$ cat src/rtl/decode_pkg.sv
// Shared types and opcode constants for the decode stage (decode_buffer / decode_lane).
// Optional feature macro used by this slice: DECODE_ILLEGAL_TRAP_EN.
package decode_pkg;

  localparam int unsigned XLEN  = 32;
  localparam int unsigned OP_W  = 6;
  localparam int unsigned REG_W = 5;

  localparam logic [OP_W-1:0] OP_RALU    = 6'b000000;
  localparam logic [OP_W-1:0] OP_IALU_LO = 6'b001000;
  localparam logic [OP_W-1:0] OP_IALU_HI = 6'b001100;
  localparam logic [OP_W-1:0] OP_LOAD    = 6'b010000;
  localparam logic [OP_W-1:0] OP_LOADX   = 6'b010010;
  localparam logic [OP_W-1:0] OP_STORE   = 6'b010001;
  localparam logic [OP_W-1:0] OP_STOREX  = 6'b010011;
  localparam logic [OP_W-1:0] OP_CAS     = 6'b010100;
  localparam logic [OP_W-1:0] OP_B       = 6'b100000;
  localparam logic [OP_W-1:0] OP_BL      = 6'b100001;
  localparam logic [OP_W-1:0] OP_CBZ     = 6'b100010;
  localparam logic [OP_W-1:0] OP_CBNZ    = 6'b100011;
  localparam logic [OP_W-1:0] OP_SYS     = 6'b111000;

  typedef struct packed {
    logic [XLEN-1:0] instr;
    logic [XLEN-1:0] pc;
  } queue_entry_t;

  typedef struct packed {
    logic [OP_W-1:0]  opcode;
    logic [REG_W-1:0] rs1;
    logic [REG_W-1:0] rs2;
    logic [REG_W-1:0] rd;
    logic             rs1_valid;
    logic             rs2_valid;
    logic             rd_valid;
    logic [XLEN-1:0]  imm;
    logic [XLEN-1:0]  pc;
    logic [OP_W-1:0]  alu_func;
    logic [REG_W-1:0] shamt;
    logic             is_alu;
    logic             is_load;
    logic             is_store;
    logic             is_branch;
    logic             is_cas;
    logic             illegal;
  } uop_t;

  function automatic logic [XLEN-1:0] sext16(input logic [15:0] v);
    return {{16{v[15]}}, v};
  endfunction

endpackage

$ cat src/rtl/decode_lane.sv
// Combinational single-instruction decoder producing one micro-op.
// DECODE_ILLEGAL_TRAP_EN: illegal opcodes yield a flagged uop instead of being dropped (o_emit=0).
module decode_lane
  import decode_pkg::*;
(
  input  logic [XLEN-1:0] i_instr,
  input  logic [XLEN-1:0] i_pc,
  output uop_t            o_uop,
  output logic            o_emit
);

  logic [OP_W-1:0] w_op;
  assign w_op = i_instr[31:26];

  always_comb begin
    o_uop        = '0;
    o_emit       = 1'b1;
    o_uop.opcode = w_op;
    o_uop.pc     = i_pc;
    case (w_op) inside
      OP_RALU: begin
        o_uop.rd        = i_instr[25:21];
        o_uop.rs1       = i_instr[20:16];
        o_uop.rs2       = i_instr[15:11];
        o_uop.shamt     = i_instr[10:6];
        o_uop.alu_func  = i_instr[5:0];
        o_uop.rd_valid  = 1'b1;
        o_uop.rs1_valid = 1'b1;
        o_uop.rs2_valid = 1'b1;
        o_uop.is_alu    = 1'b1;
      end
      [OP_IALU_LO:OP_IALU_HI]: begin
        o_uop.rd        = i_instr[25:21];
        o_uop.rs1       = i_instr[20:16];
        o_uop.rd_valid  = 1'b1;
        o_uop.rs1_valid = 1'b1;
        o_uop.imm       = sext16(i_instr[15:0]);
        o_uop.is_alu    = 1'b1;
      end
      OP_LOAD, OP_LOADX: begin
        o_uop.rd        = i_instr[25:21];
        o_uop.rs1       = i_instr[20:16];
        o_uop.rd_valid  = 1'b1;
        o_uop.rs1_valid = 1'b1;
        o_uop.imm       = sext16(i_instr[15:0]);
        o_uop.is_load   = 1'b1;
      end
      // Stores read the data register from the rd field position
      OP_STORE, OP_STOREX: begin
        o_uop.rs1       = i_instr[20:16];
        o_uop.rs2       = i_instr[25:21];
        o_uop.rs1_valid = 1'b1;
        o_uop.rs2_valid = 1'b1;
        o_uop.imm       = sext16(i_instr[15:0]);
        o_uop.is_store  = 1'b1;
      end
      OP_CAS: begin
        o_uop.rd        = i_instr[25:21];
        o_uop.rs1       = i_instr[20:16];
        o_uop.rs2       = i_instr[15:11];
        o_uop.rd_valid  = 1'b1;
        o_uop.rs1_valid = 1'b1;
        o_uop.rs2_valid = 1'b1;
        o_uop.is_cas    = 1'b1;
      end
      OP_B, OP_BL: begin
        o_uop.imm       = {{4{i_instr[25]}}, i_instr[25:0], 2'b00};
        o_uop.is_branch = 1'b1;
      end
      OP_CBZ, OP_CBNZ: begin
        o_uop.rs1       = i_instr[25:21];
        o_uop.rs1_valid = 1'b1;
        o_uop.imm       = {{9{i_instr[20]}}, i_instr[20:0], 2'b00};
        o_uop.is_branch = 1'b1;
      end
      OP_SYS: begin
        o_uop.imm = {{6{i_instr[25]}}, i_instr[25:0]};
      end
      default: begin
`ifdef DECODE_ILLEGAL_TRAP_EN
        o_uop.illegal = 1'b1;
`else
        o_emit        = 1'b0;
`endif
      end
    endcase
  end

endmodule

$ cat src/rtl/decode_buffer.sv
// Fetch-to-rename decode stage: circular instruction queue, DEC_W-wide decode, registered uop bundle.
// DECODE_ILLEGAL_TRAP_EN (in decode_lane) selects trap-vs-drop handling of illegal opcodes.
module decode_buffer
  import decode_pkg::*;
#(
  parameter int unsigned FETCH_W = 2,
  parameter int unsigned DEC_W   = 2,
  parameter int unsigned DEPTH   = 8
)(
  input  logic                              clk,
  input  logic                              reset,
  input  logic                              flush_pipeline,
  input  logic [FETCH_W-1:0]                instr_valid,
  input  logic [FETCH_W-1:0][XLEN-1:0]      instr,
  input  logic [FETCH_W-1:0][XLEN-1:0]      pc,
  output logic                              in_ready,
  output logic [DEC_W-1:0]                  dec_valid,
  output uop_t [DEC_W-1:0]                  dec_uop,
  input  logic                              dec_ready,
  output logic [$clog2(DEPTH):0]            q_count
);

  localparam int unsigned PTR_W = $clog2(DEPTH);
  localparam int unsigned CNT_W = PTR_W + 1;

  queue_entry_t            r_queue [DEPTH];
  logic [PTR_W-1:0]        r_head;
  logic [PTR_W-1:0]        r_tail;
  logic [CNT_W-1:0]        r_count;
  logic [DEC_W-1:0]        r_dec_valid;
  uop_t [DEC_W-1:0]        r_dec_uop;

  logic                    w_wr_en;
  logic [CNT_W-1:0]        w_wr_cnt;
  logic [CNT_W-1:0]        w_wr_num;
  logic [PTR_W-1:0]        w_wr_idx [FETCH_W];
  logic                    w_load;
  logic [CNT_W-1:0]        w_deq_num;
  logic [CNT_W-1:0]        w_deq_eff;
  uop_t                    w_lane_uop [DEC_W];
  logic                    w_lane_emit [DEC_W];
  uop_t [DEC_W-1:0]        w_out_uop;
  logic [DEC_W-1:0]        w_out_valid;
  logic [CNT_W-1:0]        w_rank;

  assign in_ready  = (r_count <= CNT_W'(DEPTH - FETCH_W));
  assign dec_valid = r_dec_valid;
  assign dec_uop   = r_dec_uop;
  assign q_count   = r_count;

  // Compact sparse fetch lanes: each valid lane lands after all lower valid lanes
  always_comb begin
    w_wr_cnt = '0;
    for (int i = 0; i < FETCH_W; i++) begin
      w_wr_idx[i] = r_tail + PTR_W'(w_wr_cnt);
      if (instr_valid[i]) w_wr_cnt = w_wr_cnt + CNT_W'(1);
    end
  end

  assign w_wr_en   = in_ready & (|instr_valid);
  assign w_wr_num  = w_wr_en ? w_wr_cnt : '0;
  assign w_load    = ~(|r_dec_valid) | dec_ready;
  assign w_deq_num = (r_count < CNT_W'(DEC_W)) ? r_count : CNT_W'(DEC_W);
  assign w_deq_eff = w_load ? w_deq_num : '0;

  for (genvar j = 0; j < DEC_W; j++) begin : g_lane
    queue_entry_t w_entry;
    assign w_entry = r_queue[r_head + PTR_W'(j)];
    decode_lane u_decode_lane (
      .i_instr (w_entry.instr),
      .i_pc    (w_entry.pc),
      .o_uop   (w_lane_uop[j]),
      .o_emit  (w_lane_emit[j])
    );
  end

  // Squeeze out dropped lanes so the emitted group stays contiguous from lane 0
  always_comb begin
    w_out_uop   = '0;
    w_out_valid = '0;
    w_rank      = '0;
    for (int j = 0; j < DEC_W; j++) begin
      if ((CNT_W'(j) < w_deq_num) && w_lane_emit[j]) begin
        for (int k = 0; k < DEC_W; k++) begin
          if (w_rank == CNT_W'(k)) w_out_uop[k] = w_lane_uop[j];
        end
        w_rank = w_rank + CNT_W'(1);
      end
    end
    for (int k = 0; k < DEC_W; k++) begin
      w_out_valid[k] = (w_rank > CNT_W'(k));
    end
  end

  always_ff @(posedge clk) begin
    if (w_wr_en) begin
      for (int i = 0; i < FETCH_W; i++) begin
        if (instr_valid[i]) r_queue[w_wr_idx[i]] <= '{instr: instr[i], pc: pc[i]};
      end
    end
  end

  always_ff @(posedge clk or posedge reset) begin
    if (reset) begin
      r_head      <= '0;
      r_tail      <= '0;
      r_count     <= '0;
      r_dec_valid <= '0;
      r_dec_uop   <= '0;
    end else if (flush_pipeline) begin
      r_head      <= '0;
      r_tail      <= '0;
      r_count     <= '0;
      r_dec_valid <= '0;
    end else begin
      if (w_wr_en) r_tail <= r_tail + PTR_W'(w_wr_cnt);
      if (w_load) begin
        r_head      <= r_head + PTR_W'(w_deq_num);
        r_dec_valid <= w_out_valid;
        r_dec_uop   <= w_out_uop;
      end
      r_count <= r_count + w_wr_num - w_deq_eff;
    end
  end

endmodule

$ cat config.mk
export PLATFORM = sky130hd
export DESIGN_NAME = decode_buffer
export DESIGN_NICKNAME = d
export VERILOG_FILES = /design/src/rtl/decode_pkg.sv /design/src/rtl/decode_lane.sv /design/src/rtl/decode_buffer.sv
export SDC_FILE = /design/constraint.sdc
export NUM_CORES = 2
export LEC_CHECK = 0
export CAP_MARGIN = 40
export CORE_ASPECT_RATIO = 0.7
export CORE_MARGIN = 3
export CORE_UTILIZATION = 63
export DETAILED_ROUTE_END_ITERATION = 8
export GPL_TIMING_DRIVEN = 0
export PLACE_DENSITY_LB_ADDON = 0.12
export SYNTH_ARGS = -nofsm -noshare
export SYNTH_HDL_FRONTEND = slang
export SYNTH_SLANG_ARGS = --single-unit
$ cat constraint.sdc
create_clock -name clk -period 21.6 [get_ports clk]
set_input_delay 3.24 -clock clk [delete_from_list [all_inputs] [get_ports clk]]
set_output_delay 3.24 -clock clk [all_outputs]
set_load 0.05 [all_outputs]
==> impl_metrics.tcl <==
set metrics [dict create \
    run_status "finished with violations" \
    violations "DRC" \
    cts_made_buffers 72 \
    dpl_cell_area_sq_mm 0.0456 \
    worst_pin_slew_ns 1.03 \
    r2r-start "q_count[3]" \
    clk_pin_slew_ns 0.06 \
    path_cells "clkdlybuf4s50_1 -> inv_1 -> ha_1 -> nor2b_1 -> clkbuf_1 -> and3_1 -> and3_1 -> clkbuf_1 -> clkbuf_1 -> o21bai_4 -> buf_12 -> buf_12 -> buf_16" \
    cts.sinks 724 \
    ios 351 \
    cp_common_cell "clkbuf_1" \
    overflow 0 \
    synth_ff_type "edfxtp_1" \
    max_freq_mhz 135 \
    final_cells 4159 \
    gp_congestion 1.02 \
    multi_input_area_sq_mm 0.0182 \
    drcViolationCount 2 \
    period_needed_ns 7.42 \
    routedWlPerCell_um 34.3 \
    mostFrequentLayoutCells "527 x mux2_2, 512 x edfxtp_1, 348 x clkdlybuf4s50_1" \
    final_common_cell "mux2_2" \
    finalClockSkew_ns 0.0272 \
    critPathCapture "r_queue[3][36]" \
    seq_area_frac_synth_pct 51.7 \
    grt_use_met1_pct 60.6 \
    yosys_warnings 0 \
    cp_max_fo 19 \
    nets 3419 \
    synthSimpleGateAreaFrac_pct 5.44 \
    start_util_pct 64.3 \
    synthesis.area_sq_mm 0.0400 \
    clk_path_buf_depth 3 \
    seqCellArea_sq_mm 0.0207 \
    synth_top_family_by_area "multiplexers" \
    dp_hpwl_um 103000 \
    hold_violations 0 \
    dp_cells 4005 \
    post_synth_num_cell_types 86 \
    startpoint "instr_valid[0]" \
    port_buffers 348 \
    use_met3_pct 14.8 \
    final_core_util_pct 77.4 \
    drv_slew 0 \
    grt_usage_pct 43.0 \
    start_kind "input port" \
    max_slew_margin_pct 31.5 \
    synthCells 2775 \
    dr_total_vias 30600 \
    rrSetupSlack_ns 16.50 \
    slowest_stage "clkbuf_1" \
    hold_slack_ns 0.477 \
    final_antenna_net_count 0 \
    grt_pass1_vias 30500 \
    syn_avg_cell_area_sq_um 14.4 \
    power_leakage_nw 17.0 \
    finalCritPeriodShare_pct 34.4 \
    r2r_end "r_queue[3][36]" \
    ys_seq_elements 724 \
    synthXorXnorAreaFrac_pct 0.332 \
    rsz0062_at_grt "no" \
    rows 76 \
    post_cts_buffers 0 \
    drtPass1Iterations 9 \
    setup_violations 0 \
    worst_setup_path_end_kind "flip-flop" \
    maxCapViolations 0 \
    drt-total-wl_um 143000 \
    synth_compound_area_share_pct 7.27 \
    htree_levels 3 \
    slowest_delay_ns 0.70 \
    irDropWorstVdd_mv 0.0949 \
    muxShareOfSynthArea_pct 31.6 \
    fillers 3664 \
    synth_adder_area_share_pct 0.638 \
    die_x_um 307 \
    required_ns 21.95 \
    use_met2_pct 61.8 \
    coreArea_sq_mm 0.0622 \
    synthArstFlopShare_pct 29.3 \
    grt_pass1_wl_um 208000 \
    reg2reg_depth 14 \
    vias_per_cell 7.37 \
    fin_tns_setup_ns 0 \
    critPathKind "in2reg" \
    die_area_sq_mm 0.0666 \
    power_density_mw_per_mm2 150 \
    syn_to_final_growth_pct 20.3 \
    synth-edff-count 512 \
    clock_latency_ns 0.65 \
    drive_above_1_share_pct 33.4 \
    drt_iter0_markers 5294 \
    antenna_found_initial 26 \
    ctsResizeCount 0 \
    postCtsHoldBufs 0 \
    cts_tree "yes" \
    root_buffer "clkbuf_16" \
    top_usage_layer "met2" \
    worst_ep_arrival_time_ns 7.77 \
    die_h_um 217 \
    hp-class "reg2reg" \
    grt_start_max_net_pins 127 \
    design_area_sq_mm 0.0481 \
]
-- synthesized netlist by cell type (all sizes together) (8+ instances only) --
cell / number / share of area [%]
a21o: 8 / 0.15
a21oi: 82 / 1.1
a221o: 38 / 0.95
a22o: 44 / 0.96
a31oi: 16 / 0.25
a32oi: 15 / 0.33
buf: 112 / 1.6
clkbuf: 121 / 1.1
dfrtp: 212 / 13
edfxtp: 512 / 38
ha: 14 / 0.44
inv: 30 / 0.28
mux2: 528 / 15
mux2i: 98 / 2.5
mux4: 252 / 14
nand2: 266 / 2.5
nand2b: 9 / 0.14
nand3: 25 / 0.31
nor2: 71 / 0.67
nor2b: 10 / 0.16
nor3: 57 / 0.75
o211ai: 9 / 0.17
o21ai: 62 / 0.78
o221a: 12 / 0.34
o221ai: 16 / 0.35
o22ai: 11 / 0.17
o31ai: 34 / 0.73
or3: 20 / 0.31
-- state kept, by name, indices dropped and copies added (netlist names) --
register / cells
r_head: 3
q_count: 4
r_tail: 3
dec_valid: 2
dec_uop: 200
r_queue: 512
-- worst max-delay path: cells and delay by family --
family,cells,cell delay (ns)
AOI/OAI and AO/OA,1,0.49
and+or+nand+nor,3,0.65
adders and majority gates,1,0.20
buffers and inverters,8,3.12
-- worst min path at each step --
stage	from	end	depth (start not counted)
2_1_floorplan	r_tail[0]	r_tail[0]	2
3_3_place_gp	dec_uop[174]	dec_uop[174]	2
3_5_place_dp	dec_uop[199]	dec_uop[199]	2
4_1_cts	dec_uop[199]	dec_uop[199]	2
5_1_grt	dec_uop[203]	dec_uop[203]	2
6_report	dec_uop[171]	dec_uop[171]	2
-- where the power goes --
| group | internal (W) | switching, W | leakage, nW | total (W) |
|---|---|---|---|---|
| logic | 0.00140 | 0.00263 | 8.24 | 0.00403 |
| registers | 0.00174 | 0.000138 | 7.54 | 0.00188 |
| clock network | 0.000766 | 0.000567 | 1.18 | 0.00133 |
-- kinds of logic after synthesis --
group,after synthesis
XOR/XNOR,10
buffers and inverters,263
multiplexers,878
adder cells (fa/ha/maj),18
AND/OR/NAND/NOR,488
other,1
flip-flops,724
AO/OA/AOI/OAI,393
-- metrics by stage --
step                      total power, W  setup slack [ns]
after detailed placement         0.00576             13.43
final                            0.00724             14.18
after floorplan                  0.00432             12.27
after CTS                        0.00709             14.08
after global routing             0.00743             14.12
after global placement           0.00564              6.17
-- area by class of cell --
type	instances	area share, %
Sequential cell	724	43.0
Antenna cell	16	0.0832
Tap cell	819	2.13
Buffer	233	2.27
Clock buffer	98	4.20
Clock inverter	33	0.837
Inverter	30	0.250
Timing Repair Buffer	417	9.43
Multi-Input combinational cell	1789	37.8
-- per-layer routing --
metal | part of all wire (%) | routed length (um) | vias up
met5 | 0.092 | 132 | -
met4 | 4.4 | 6230 | 20
met3 | 15 | 21300 | 419
met2 | 44 | 62800 | 2696
met1 | 37 | 52300 | 15500
li1 | - | - | 12000
No activity file was read; power rests on OpenSTA's default activity.
